### config.mk
export PLATFORM = sky130hd
export DESIGN_NAME = seq_shift_right_flat
export DESIGN_NICKNAME = d
export VERILOG_FILES = /design/src/rtl/seq_shift_right_if.sv /design/src/rtl/seq_shift_right.sv /design/src/flat_wrapper.sv
export SDC_FILE = /design/constraint.sdc
export NUM_CORES = 1
export LEC_CHECK = 0
export ABC_AREA = 1
export BUFFER_PORTS_ARGS = -buffer_cell sky130_fd_sc_hd__buf_2
export CORE_ASPECT_RATIO = 0.8
export CORE_MARGIN = 5
export CORE_UTILIZATION = 45
export CTS_BUF_LIST = sky130_fd_sc_hd__clkbuf_8
export DETAILED_ROUTE_END_ITERATION = 7
export PLACE_DENSITY = 0.74
export SLEW_MARGIN = 20
export SYNTH_ARGS = -nofsm -noshare
export SYNTH_HDL_FRONTEND = slang
export SYNTH_SLANG_ARGS = --single-unit
### constraint.sdc
create_clock -name clk -period 3 [get_ports clk]
set_input_delay 0.15 -clock clk [delete_from_list [all_inputs] [get_ports clk]]
set_output_delay 0.15 -clock clk [all_outputs]
set_load 0.005 [all_outputs]
### src/rtl/seq_shift_right_if.sv
// Operand/result bundle for the multi-cycle right shifter.
// The master side issues start with operands; the slave side reports busy/done/result.
interface seq_shift_right_if #(
   parameter int unsigned WIDTH   = 32,
   parameter int unsigned SHAMT_W = 5
);
   logic               start;
   logic [WIDTH-1:0]   data_in;
   logic [SHAMT_W-1:0] shamt;
   logic               arith;
   logic               busy;
   logic               done;
   logic [WIDTH-1:0]   result;

   modport master (
      output start, data_in, shamt, arith,
      input  busy, done, result
   );

   modport slave (
      input  start, data_in, shamt, arith,
      output busy, done, result
   );
endinterface

### src/rtl/seq_shift_right.sv
// Multi-cycle SRL/SRA: one bit per cycle under a start/busy/done handshake.
// Define SEQ_SHIFT_FAST4_EN to retire 4 bits per cycle while at least 4 remain.
module seq_shift_right #(
   parameter int unsigned WIDTH   = 32,
   parameter int unsigned SHAMT_W = 5
) (
   input logic                      clk,
   input logic                      reset,
   seq_shift_right_if.slave         sh_if
);

   typedef enum logic [1:0] {
      StIdle,
      StShift,
      StDone
   } state_e;

   state_e               state_q, state_d;
   logic [WIDTH-1:0]     result_q, result_d;
   logic [SHAMT_W-1:0]   count_q, count_d;
   logic                 fill_q, fill_d;

   always_ff @(posedge clk) begin
      if (reset) begin
         state_q  <= StIdle;
         result_q <= '0;
         count_q  <= '0;
         fill_q   <= 1'b0;
      end else begin
         state_q  <= state_d;
         result_q <= result_d;
         count_q  <= count_d;
         fill_q   <= fill_d;
      end
   end

   always_comb begin
      state_d  = state_q;
      result_d = result_q;
      count_d  = count_q;
      fill_d   = fill_q;

      case (state_q)
         StIdle: begin
            if (sh_if.start) begin
               result_d = sh_if.data_in;
               count_d  = sh_if.shamt;
               // Fill is frozen here so later data_in changes cannot corrupt SRA.
               fill_d   = sh_if.arith & sh_if.data_in[WIDTH-1];
               state_d  = (sh_if.shamt != '0) ? StShift : StDone;
            end
         end

         StShift: begin
`ifdef SEQ_SHIFT_FAST4_EN
            if (count_q >= SHAMT_W'(4)) begin
               result_d = {{4{fill_q}}, result_q[WIDTH-1:4]};
               count_d  = count_q - SHAMT_W'(4);
            end else begin
               result_d = {fill_q, result_q[WIDTH-1:1]};
               count_d  = count_q - SHAMT_W'(1);
            end
            if (count_d == '0) begin
               state_d = StDone;
            end
`else
            result_d = {fill_q, result_q[WIDTH-1:1]};
            count_d  = count_q - SHAMT_W'(1);
            if (count_q == SHAMT_W'(1)) begin
               state_d = StDone;
            end
`endif
         end

         StDone: begin
            state_d = StIdle;
         end

         default: begin
            state_d = StIdle;
         end
      endcase
   end

   assign sh_if.busy   = (state_q != StIdle);
   assign sh_if.done   = (state_q == StDone);
   assign sh_if.result = result_q;

endmodule

### src/flat_wrapper.sv
// flat-port wrapper written by rule: the top's interface ports become plain ports
module seq_shift_right_flat 
#(
   parameter int unsigned WIDTH   = 32,
   parameter int unsigned SHAMT_W = 5
)
  (clk, reset, sh_if_start, sh_if_data_in, sh_if_shamt, sh_if_arith, sh_if_busy, sh_if_done, sh_if_result);
  seq_shift_right_if #(.WIDTH(WIDTH), .SHAMT_W(SHAMT_W)) sh_if_i ();
  input logic clk;
  input logic reset;
  input wire logic [$bits(sh_if_i.start)-1:0] sh_if_start;
  input wire logic [$bits(sh_if_i.data_in)-1:0] sh_if_data_in;
  input wire logic [$bits(sh_if_i.shamt)-1:0] sh_if_shamt;
  input wire logic [$bits(sh_if_i.arith)-1:0] sh_if_arith;
  output wire logic [$bits(sh_if_i.busy)-1:0] sh_if_busy;
  output wire logic [$bits(sh_if_i.done)-1:0] sh_if_done;
  output wire logic [$bits(sh_if_i.result)-1:0] sh_if_result;
  assign sh_if_i.start = sh_if_start;
  assign sh_if_i.data_in = sh_if_data_in;
  assign sh_if_i.shamt = sh_if_shamt;
  assign sh_if_i.arith = sh_if_arith;
  assign sh_if_busy = sh_if_i.busy;
  assign sh_if_done = sh_if_i.done;
  assign sh_if_result = sh_if_i.result;
  seq_shift_right #(.WIDTH(WIDTH), .SHAMT_W(SHAMT_W)) u_core (.clk(clk), .reset(reset), .sh_if(sh_if_i));
endmodule
After elaboration in Yosys (flattened, before gate mapping)
Index checks and enable logic that the tools add are counted.
Widths: inputs -> output; s select.
{"block": "word_totals", "ff_bits": 40, "input_bits": 41, "elab_cells": 26}
{"block": "classes", "addsub": 1, "n_eq_ne": 5, "muxes": 8, "n_bitwise": 1, "reduce_logical": 7}
{"operator": "$pmux 32 s2", "n": 1}
{"operator": "$mux 32", "n": 1}
{"operator": "$pmux 5 s2", "n": 1}
{"operator": "$mux 2", "n": 3}
{"operator": "$reduce_and 2->1", "n": 3}
{"operator": "$eq 5x1->1 const B", "n": 1}
{"operator": "$mux 5", "n": 1}
{"operator": "$reduce_bool 5->1", "n": 1}
{"operator": "$sub 5x1->5 const B", "n": 1}
{"operator": "$pmux 2 s2", "n": 1}
{"operator": "$reduce_bool 2->1", "n": 2}
{"operator": "$eq 2x1->1 const B", "n": 1}
{"operator": "$eq 2x2->1 const B", "n": 1}
{"operator": "$logic_not 2->1", "n": 1}
{"operator": "$ne 2x1->1 const B", "n": 1}
{"operator": "$ne 2x2->1 const B", "n": 1}
{"operator": "$and 1x1->1", "n": 1}

Depth between registers and ports, before layout
{"block": "logic_depth", "depth_word": 4, "ltp_mapped": 7, "depth_no_buf": 7}

Least setup slack after synthesis
OpenSTA, ideal clock, no wires.
{"block": "synth_timing", "kind": "register to register", "start": "register u_core.state_q[0]", "end": "register u_core.result_q[0] (netlist: u_core.sh_if.result[0])", "t_arrival_ns": 0.980, "setup_slack_ns": 1.894, "path_stages_with_launch": 6, "path_buffers": 2, "synth_period_minus_slack_ns": 1.106, "path_cell_list": "dfxtp_1 nand2_1 nand2_2 buf_2 buf_2 a31oi_1"}
{"block": "synth_via", "elab_chain_len": 3}
{"element": "from (decl)", "line_no": "seq_shift_right.sv:18", "rtl": "state_e state_q, state_d;"}
{"element": "from (signal assigned)", "line_no": "seq_shift_right.sv:25", "rtl": "state_q <= StIdle;"}
{"element": "from (signal assigned)", "line_no": "seq_shift_right.sv:30", "rtl": "state_q <= state_d;"}
{"element": "$eq 2x1->1 or $logic_not 2->1 (tied branches)", "line_no": "seq_shift_right.sv:43", "rtl": "case (state_q)"}
{"element": "$reduce_bool 2->1 (no line) or $ne 2x2->1 (tied branches)"}
{"element": "$reduce_and 2->1 (no line)"}
{"element": "to (signal assigned)", "line_no": "seq_shift_right.sv:31", "rtl": "result_q <= result_d;"}
{"element": "to (decl)", "line_no": "seq_shift_right.sv:19", "rtl": "logic [WIDTH-1:0] result_q, result_d;"}
Several ways; a longest one is shown, not always the timed one.
A chain may end at the register's enable or synchronous reset.

Final worst setup path
{"block": "layout_timing", "start": "register u_core.state_q[0]", "end": "register u_core.result_q[23] (netlist: u_core.sh_if.result[23])"}
The elaborated chain is that of the path after synthesis.

==> impl_results.rst <==
.. list-table::
   :header-rows: 1

   * - Metric
     - Value
   * - Start-to-end type of the worst setup path
     - reg2reg
   * - Transition time at the pin with the least slew margin
     - 0.917 ns
   * - CTS clock-pin slew for the worst setup and hold paths
     - 0.08 ns
   * - DIE AREA
     - ~5400 µm²
   * - Cell type with the largest total area after synthesis
     - sky130_fd_sc_hd__dfxtp_1
   * - Last weighted congestion value of the routability-driven placer
     - between 0.7 and 0.8
   * - H-tree lvl count
     - 2
   * - Antenna violations before repair
     - 0
   * - Endpoint type of the worst setup path
     - register
   * - Run status
     - completed
   * - CP bufs+invs
     - 1
   * - Die height
     - around 67 µm
   * - Count of clock tree sinks
     - 40
   * - Routed len/inst
     - 12.8 µm
   * - Vias in the first global route
     - ~1800
   * - Number of buffers inserted during clock tree synthesis
     - 5
   * - Part of the cycle the worst path needs
     - 59.9%
   * - Worst hold path type
     - in2reg
   * - Worst rel slew slack
     - 38.8%
   * - Fin Clk Skew
     - 0.00824 ns
   * - Total power density per cell area
     - between 600 and 700 nW/µm²
   * - Highest metal used
     - met4
   * - Number of distinct library cells after synthesis
     - 20
   * - DRC violations left
     - 0
   * - Final setup slack of the worst path
     - ~1.2 ns
   * - F_max
     - 0.557 GHz
   * - Maximum buffer depth of the clock tree
     - 2
   * - Syn nets
     - a little under 300
   * - EDFF count, synth
     - 0
   * - Max capacitance violation total
     - 0
   * - Final-report setup violation count
     - 0
   * - Final max-slew violation count
     - 0
   * - Layout Area Growth over Synthesis
     - 25.3%
   * - Post-CTS setup buffers
     - 0
   * - Maximum VDD drop
     - about 0.00034 V
   * - CTS tree
     - built
   * - Cts-stage hold buffer count
     - 0
   * - Skew-Pair Late Insertion Delay
     - 0.29 ns
   * - Synth Register Bits
     - 40
   * - Wire length of the first global-routing pass
     - roughly 7700 µm
   * - Async set-reset flop share out of synthesis
     - 0%
   * - Critical Path AT
     - about 2 ns
   * - Post-DR vias/cell
     - around 5
   * - Most frequent cells after synthesis
     - sky130_fd_sc_hd__nand2_1, sky130_fd_sc_hd__dfxtp_1, sky130_fd_sc_hd__a31oi_1
   * - Fraction of layout cells with a size suffix above 1
     - between 20% and 30%
   * - Minimum period implied by the final worst setup slack
     - ~1.8 ns
   * - Starting density of the core
     - approximately 47%
   * - Total Routing Usage GR
     - ~18%
   * - Final wirelength
     - about 4800 µm
   * - Count of non-filler cells in the finished layout
     - about 380
   * - Width of the chip
     - 81.2 µm
   * - Maximum fanout along the worst path
     - 42
   * - Antenna-violating nets left
     - 0
   * - Met3 Wirelength
     - around 370 µm
   * - Largest cells by area after synthesis
     - sky130_fd_sc_hd__dfxtp_1, sky130_fd_sc_hd__nand2_1, sky130_fd_sc_hd__a31oi_1
   * - Worst-path cell chain
     - nand2_1 -> nand2_2 -> buf_4 -> o21ai_0 -> a31oi_1
   * - Post-DP HPWL
     - 3290 µm
   * - Slowest stage cell, crit path
     - sky130_fd_sc_hd__nand2_2
   * - Number of top-level pins
     - between 70 and 80
   * - Ant. Diodes
     - 0
   * - Top-count cell post-synth
     - sky130_fd_sc_hd__nand2_1
   * - Average cell area after synthesis
     - between 7 and 8 µm²
   * - # rows
     - 20
   * - CTS root buf
     - sky130_fd_sc_hd__clkbuf_8
   * - Drt initial violations
     - between 100 and 150
   * - Top-area cell type share of the netlist area
     - 43.9%
   * - Leakage power figure
     - between 1 and 1.5 nW
   * - Core outline area
     - a little under 4000 µm²
   * - WL met2
     - approximately 2200 µm
   * - Part of the Yosys area used for sequential elements
     - 43.9%
   * - Maximum number of pins on one net before global-route repair
     - between 40 and 50
   * - Congestion Overflow GR
     - 0
   * - Summed negative setup slack over all endpoints
     - 0 ns
   * - Placed cells
     - roughly 370
   * - Worst slack at placement
     - between 1 and 1.5 ns
   * - Worst path required time
     - approximately 3.2 ns
   * - Count of input and output buffers
     - between 70 and 80
   * - Critical Path Start Type
     - register
   * - Setup repair after global routing missed its margin
     - no
   * - Synthesis warning total
     - 0
   * - Number of gates resized after CTS
     - 0
   * - Vias
     - 1911
   * - Hold Violations, Final
     - 0
   * - Max incr delay on CP
     - 0.48 ns
   * - Gate count of the mapped netlist
     - 253
   * - WL met1
     - approximately 2200 µm
   * - NumNets Final
     - 362
   * - CP top delay family
     - simple AND/OR/NAND/NOR gates
   * - Main flop type after synthesis
     - sky130_fd_sc_hd__dfxtp_1
   * - Synthesized area
     - 1830 µm²
   * - Total iterations of the first detailed-routing run
     - 4
-- sequential cells by signal, indices dropped and copies added, names as in the netlist --
signal	cells
u_core.sh_if.result	32
u_core.count_q	5
u_core.state_q	2
u_core.fill_q	1
-- placed cells by master (no fill, tap or decap) --
cell                        count
sky130_fd_sc_hd__dfxtp_1       40
sky130_fd_sc_hd__buf_2         74
sky130_fd_sc_hd__o21ai_1        6
sky130_fd_sc_hd__o21ai_0       32
sky130_fd_sc_hd__buf_4          3
sky130_fd_sc_hd__nor2_2         1
sky130_fd_sc_hd__nand3_1        6
sky130_fd_sc_hd__nand2_1       82
sky130_fd_sc_hd__bufinv_16      1
sky130_fd_sc_hd__inv_1         11
sky130_fd_sc_hd__a21oi_1        5
sky130_fd_sc_hd__nand2_2        2
sky130_fd_sc_hd__nor3b_2        1
sky130_fd_sc_hd__clkinv_2       1
sky130_fd_sc_hd__ha_1           2
sky130_fd_sc_hd__nor2_1        11
sky130_fd_sc_hd__a31oi_1       33
sky130_fd_sc_hd__inv_2          2
sky130_fd_sc_hd__o211ai_1       1
sky130_fd_sc_hd__o21a_1         1
sky130_fd_sc_hd__clkbuf_8       5
-- cell families (layout without fill, tap and decap cells) --
| kind of cell | Yosys count | in the layout | synth area share (%) |
|---|---|---|---|
| buffers and inverters | 30 | 97 | 8.36 |
| and+or+nand+nor | 103 | 103 | 22.5 |
| DFF | 40 | 40 | 43.9 |
| adders and majority gates | 2 | 2 | 1.37 |
| AOI/OAI and AO/OA | 78 | 78 | 23.9 |
-- cell type report --
cell class | instances | area [µm²]
Tap cell | 55 | 68.8
Timing Repair Buffer | 77 | 393
Fill cell | 394 | 1570
Clock inverter | 3 | 38.8
Clock buffer | 5 | 68.8
Inverter | 12 | 45.0
Multi-Input combinational cell | 183 | 872
Sequential cell | 40 | 801
-- worst paths after layout --
check	slack, ns	to	from	cells after the start
max	1.20	u_core.sh_if.result[23]	u_core.state_q[0]	5
max reg2reg	1.20	u_core.sh_if.result[23]	u_core.state_q[0]	5
min	0.07	u_core.fill_q	reset	2
min reg2reg	0.50	u_core.count_q[4]	u_core.count_q[4]	2
-- per-stage QoR --
step,hold slack [ns],power (mW),area [µm²],util [%]
after global routing,0.0872,1.46,2290,59.4
after global placement,0.386,0.957,2180,56.6
after detailed placement,0.385,0.963,2180,56.6
after floorplan,0.219,0.852,1830,-
final,0.0737,1.38,2290,59.4
after CTS,0.0701,1.39,2290,59.4
-- power breakdown --
group / switching, mW / internal (mW) / leakage, nW
registers: 0.0486 / 0.596 / 0.332
logic: 0.180 / 0.127 / 0.707
clock network: 0.186 / 0.244 / 0.0593
total: 0.415 / 0.967 / 1.10
-- metal layers --
layer,vias up,track usage [%]
li1,984,-
met1,837,23.4
met2,84,28.4
met3,6,5.68
met4,0,6.96
met5,-,0
(Power assumes the default switching activity.)
